===== src/rtl/data_memory.sv =====
// 256 x 8-bit data memory with a fixed-latency IDLE/ACCESS/DONE handshake.
// BUSYWAIT stalls the CPU from the request cycle until the operation completes.
module data_memory #(
    parameter int unsigned ACCESS_CYCLES = 4
) (
    input  logic       CLK,
    input  logic       RESET,
    input  logic       READ,
    input  logic       WRITE,
    input  logic [7:0] ADDRESS,
    input  logic [7:0] WRITEDATA,
    output logic [7:0] READDATA,
    output logic       BUSYWAIT
);

    typedef enum logic [1:0] {
        IDLE   = 2'd0,
        ACCESS = 2'd1,
        DONE   = 2'd2
    } state_t;

    localparam logic [3:0] COUNT_LOAD = 4'(ACCESS_CYCLES - 1);

    state_t     state_q, state_d;
    logic [3:0] count_q, count_d;
    logic [7:0] addr_q, addr_d;
    logic [7:0] wdata_q, wdata_d;
    logic [7:0] rdata_q, rdata_d;
    logic       is_write_q, is_write_d;
    logic       commit;
    logic [7:0] mem_q [256];

    always_comb begin
        state_d    = state_q;
        count_d    = count_q;
        addr_d     = addr_q;
        wdata_d    = wdata_q;
        rdata_d    = rdata_q;
        is_write_d = is_write_q;
        commit     = 1'b0;
        BUSYWAIT   = 1'b0;
        case (state_q)
            IDLE: begin
                BUSYWAIT = READ | WRITE;
                if (READ | WRITE) begin
                    addr_d     = ADDRESS;
                    wdata_d    = WRITEDATA;
                    is_write_d = WRITE;   // write wins when both are requested
                    count_d    = COUNT_LOAD;
                    state_d    = ACCESS;
                end
            end
            ACCESS: begin
                BUSYWAIT = 1'b1;
                if (count_q == 4'd0) begin
                    commit  = 1'b1;
                    state_d = DONE;
                    if (!is_write_q) begin
                        rdata_d = mem_q[addr_q];
                    end
                end else begin
                    count_d = count_q - 4'd1;
                end
            end
            DONE: begin
                // One quiet cycle so a still-held request is not taken twice.
                state_d = IDLE;
            end
            default: begin
                state_d = IDLE;
            end
        endcase
        if (RESET) begin
            BUSYWAIT = 1'b0;
        end
    end

    always_ff @(posedge CLK) begin
        if (RESET) begin
            state_q    <= IDLE;
            count_q    <= 4'd0;
            addr_q     <= 8'h00;
            wdata_q    <= 8'h00;
            rdata_q    <= 8'h00;
            is_write_q <= 1'b0;
        end else begin
            state_q    <= state_d;
            count_q    <= count_d;
            addr_q     <= addr_d;
            wdata_q    <= wdata_d;
            rdata_q    <= rdata_d;
            is_write_q <= is_write_d;
        end
    end

    always_ff @(posedge CLK) begin
        if (RESET) begin
            for (int i = 0; i < 256; i++) begin
                mem_q[i] <= 8'h00;
            end
        end else if (commit && is_write_q) begin
            mem_q[addr_q] <= wdata_q;
        end
    end

    assign READDATA = rdata_q;

endmodule


===== config.mk =====
export PLATFORM = sky130hd
export DESIGN_NAME = data_memory
export DESIGN_NICKNAME = d
export VERILOG_FILES = /design/src/rtl/data_memory.sv
export SDC_FILE = /design/constraint.sdc
export NUM_CORES = 2
export LEC_CHECK = 0
export CAP_MARGIN = 30
export CORE_AREA = 2 2 493 495
export CTS_BUF_LIST = sky130_fd_sc_hd__clkbuf_8
export CTS_CLUSTER_DIAMETER = 120
export DETAILED_ROUTE_END_ITERATION = 8
export DIE_AREA = 0 0 495 497
export DONT_BUFFER_PORTS = 1
export PLACE_DENSITY_LB_ADDON = 0.05
export SETUP_SLACK_MARGIN = 0.1
export SLEW_MARGIN = 20
export SYNTH_ARGS = -nofsm -noshare
export SYNTH_HDL_FRONTEND = slang
export SYNTH_SLANG_ARGS = --single-unit

===== constraint.sdc =====
create_clock -name CLK -period 3.1 [get_ports CLK]
set_input_delay 0.155 -clock CLK [delete_from_list [all_inputs] [get_ports CLK]]
set_output_delay 0.155 -clock CLK [all_outputs]
set_load 0.01 [all_outputs]

==> impl_metrics.yaml <==
route:
  m1WireLength_um: 134000
  route.met2.wl_um: 145000
  remaining_drc_errors: 0
  drtAntennaViolNets: 0
  detailed_route_wire_length_per_cell_um: 29.0
  detail_route.wirelength_um: 302000
  route.detailed.vias_per_inst: 5.33
  met3WireLength_um: 16300
  dr_total_vias: 55650
  dr.max_layer_used: "met5"
  drt-pass1-iter-count: 9
  detailedRoute.firstIterationViolations: 4462
sta:
  finalHoldViolations: 0
  final_worst_hold_slack_ns: 0.187
  final-setup-viol-count: 2
  unrepaired_setup_endpoints_after_global_routing: "true"
  fmaxAchievable_ghz: 0.320
  totalNegativeSetupSlack_ns: -0.0310
  relSlewSlack_pct: -6.47
  layout_min_cycle_time_ns: 3.13
  skew_ns: 0.0774
  final.setup.worst_slack_ns: -0.0250
  worst_slew_pin_slew_ns: 1.60
  final_clock_period_utilization_by_the_worst_path_pct: 101
  total_count_of_max_transition_violations_in_the_final_report: 89
outcome:
  status: "finished, violations left"
  violations: "max-slew violations, negative setup slack"
yosys:
  ys_async_sr_fraction_pct: 0
  synthTopCellsByArea: "sky130_fd_sc_hd__edfxtp_1 (64%), sky130_fd_sc_hd__and2_1 (13%), sky130_fd_sc_hd__mux4_2 (12%)"
  synth_top_area_cell: "sky130_fd_sc_hd__edfxtp_1"
  synth_fp_nets: 6390
  synth_adder_area_share_pct: 0.0131
  seq_area_frac_synth_pct: 64.8
  yosysUniqueCellTypes: 58
  synth.mux.area_fraction_pct: 13.2
  synth.cell_area_um2: 95900
  avgSynthCellArea_um2: 15.1
  dominantRegCellSynth: "sky130_fd_sc_hd__edfxtp_1"
  synth_compound_gate_area_share_pct: 2.20
  dominant_combinational_cell_family_by_area_after_synthesis: "simple AND/OR/NAND/NOR gates"
  ys_ff_latch: 2079
  synth_enable_flop_cells: 2048
  ys.warnings.count: 0
  synthXorXnorAreaFrac_pct: 0.0183
  yosys.area.top_type_share_pct: 64.2
  synthCells: 6369
  post_synth_and_or_nand_nor_area_fraction_pct: 17.5
power_and_ir_drop:
  power.density_cell_area_nw_per_um2: 565
  power.static_leakage_nw: 40.8
  vdd.ir_drop.worst_v: 0.000417
  post-layout-total-power_mw: 63.3
clock_network:
  clock_path_buffers: 4
  cts_made_buffers: 380
  clock_insertion_delay_worst_skew_ns: 1.10
  clock_sinks: 2079
  tritoncts: "done"
  root_buffer: "sky130_fd_sc_hd__clkbuf_8"
  worst_setup_hold_path_clk_slew_ns: 0.06
  cts_max_level: 5
grt:
  initial_antenna_violation_count: 13
  vias_in_the_first_global_route: 57274
  grt_remaining_overflow: 0
  grt.total_usage_pct: 24.3
  first_pass_grt_wire_length_um: 428000
  grt_max_degree: 290
setup_path:
  cp_data_arrival_time_ns: 4.05
  timing.setup.critical_path_class: "reg2reg"
  cpMaxStageDelayCell: "sky130_fd_sc_hd__mux4_2"
  critical_path.endpoint_type: "register"
  cp_data_required_time_ns: 4.02
  worst_setup_path_start_kind: "register"
  cp_max_fo: 9
  worstPathCellList: "buf_12 -> buf_12 -> mux4_2 -> mux4_2 -> a2111oi_4 -> buf_4 -> o2111ai_4 -> buf_6 -> nand2_2 -> o41ai_1"
  slowest_delay_ns: 0.53
  worst-path-buf-inv: 4
  cell_family_contributing_the_most_delay_on_the_critical_path: "multiplexers"
floorplan:
  design.core.area_um2: 240000
  die_height_um: 497
  rows: 180
  initial_utilization_pct: 39.9
  io_pins: 29
  dieArea_um2: 246000
  chipWidth_um: 495
place:
  portBuffers: 0
  placed_cell_area_um2: 104000
  detailed_place_hpwl_um: 197000
  finalWeightedCongestion: 0.836
min_path:
  holdCritPathClass: "in2reg"
finish:
  most-common-layout-cells: "sky130_fd_sc_hd__and2_1 (2053), sky130_fd_sc_hd__edfxtp_1 (2048), sky130_fd_sc_hd__buf_4 (511), sky130_fd_sc_hd__mux4_2 (498), sky130_fd_sc_hd__clkbuf_8 (392)"
  num-nets-final: 6996
  synthToLayoutAreaGrowth_pct: 16.8
  final_common_cell: "sky130_fd_sc_hd__and2_1"
  final_design_area_no_fill_um2: 112000
  post_route_cells_drive_above_1_share_pct: 27.2
job:
  maxCapViolations: 0
==> per-layer routing <==
layer | vias up | track usage (%)
met4 | 2 | 6.42
met3 | 402 | 3.98
met2 | 1582 | 38.8
met5 | - | 0
li1 | 24662 | -
met1 | 29002 | 34.4
==> per-stage QoR <==
step | utilization (%) | std cells | setup slack [ns]
final | 46.6 | 10436 | -0.0250
after global placement | 43.1 | 9675 | -0.895
after global routing | 46.6 | 10433 | 0.000586
after floorplan | - | 6369 | 0.422
after detailed placement | 43.1 | 9677 | -0.838
after CTS | 46.4 | 10403 | 0.0408
==> worst reg2reg max path: stages (launching register included) <==
cell and delay [ns]:
sky130_fd_sc_hd__dfxtp_4 0.36, sky130_fd_sc_hd__buf_12 0.17, sky130_fd_sc_hd__buf_12 0.19, sky130_fd_sc_hd__mux4_2 0.53, sky130_fd_sc_hd__mux4_2 0.53, sky130_fd_sc_hd__a2111oi_4 0.51
sky130_fd_sc_hd__buf_4 0.23, sky130_fd_sc_hd__o2111ai_4 0.18, sky130_fd_sc_hd__buf_6 0.19, sky130_fd_sc_hd__nand2_2 0.06, sky130_fd_sc_hd__o41ai_1 0.05
==> path summary, 6_finish.rpt <==
| path | start | end | slack, ns | depth (start not counted) |
|---|---|---|---|---|
| worst max-delay path | addr_q[0] | READDATA[1] | -0.03 | 10 |
| worst min-delay path | RESET | READDATA[5] | 0.19 | 2 |
| worst max register to register | addr_q[0] | READDATA[1] | -0.03 | 10 |
| worst min register to register | READDATA[3] | READDATA[3] | 0.71 | 2 |
==> registers in the layout (all words and copies together) (netlist names) <==
| signal | cells |
|---|---|
| state_q | 2 |
| is_write_q | 1 |
| addr_q | 8 |
| READDATA | 8 |
| wdata_q | 8 |
| count_q | 4 |
| mem_q | 2048 |
==> cell type report <==
cell class / count / area (µm²)
Timing Repair Buffer: 702 / 7030
Inverter: 5 / 18.8
Clock buffer: 392 / 5400
Fill cell: 21193 / 128000
Tap cell: 3185 / 3990
Sequential cell: 2079 / 62200
Multi-Input combinational cell: 3807 / 32100
Clock inverter: 262 / 1240
Antenna cell: 4 / 10.0
==> report_power, final <==
group	internal, mW	switching (mW)	total (mW)
combinational	2.81	4.44	7.25
clock	12.1	11.7	23.8
sequential	31.7	0.541	32.3
total	46.7	16.6	63.3
==> Yosys cell counts (8+ instances only) <==
cell	number
sky130_fd_sc_hd__o221ai_1	15
sky130_fd_sc_hd__o22ai_1	38
sky130_fd_sc_hd__or2_2	260
sky130_fd_sc_hd__nand3_1	34
sky130_fd_sc_hd__nor3_1	21
sky130_fd_sc_hd__nand2_1	110
sky130_fd_sc_hd__mux4_2	498
sky130_fd_sc_hd__nand2b_1	13
sky130_fd_sc_hd__nor2_1	310
sky130_fd_sc_hd__a22o_1	9
sky130_fd_sc_hd__edfxtp_1	2048
sky130_fd_sc_hd__mux2i_1	125
sky130_fd_sc_hd__o21ai_0	27
sky130_fd_sc_hd__a21oi_1	59
sky130_fd_sc_hd__nor2b_1	23
sky130_fd_sc_hd__buf_4	37
sky130_fd_sc_hd__buf_6	9
sky130_fd_sc_hd__and2_1	2055
sky130_fd_sc_hd__nor4_1	10
sky130_fd_sc_hd__a31oi_1	8
sky130_fd_sc_hd__a221oi_1	12
sky130_fd_sc_hd__a211oi_1	18
sky130_fd_sc_hd__a22oi_1	76
sky130_fd_sc_hd__dfxtp_1	31
sky130_fd_sc_hd__buf_1	16
sky130_fd_sc_hd__mux2_2	18
sky130_fd_sc_hd__buf_2	97
sky130_fd_sc_hd__clkbuf_1	318
==> logic make-up (layout without fill, tap and decap cells) <==
family	after synthesis	in the layout
other	0	4
adders and majority gates	1	1
buffers and inverters	483	1361
xor gates and xnor gates	2	2
DFF	2079	2079
AOI/OAI and AO/OA	306	306
muxes	641	641
and+or+nand+nor	2857	2857
==> timing repair <==
action | CTS | global route
hold buffers | 65 | 2
endpoints found under the setup margin | 206 | 108
gates resized for setup | 66 | 60
endpoints found under the hold margin | 2079 | 2056
cloned | 3 | 8
setup buffers | 5 | 19
pin swaps | 8 | 11
No activity file was read; power rests on OpenSTA's default activity.
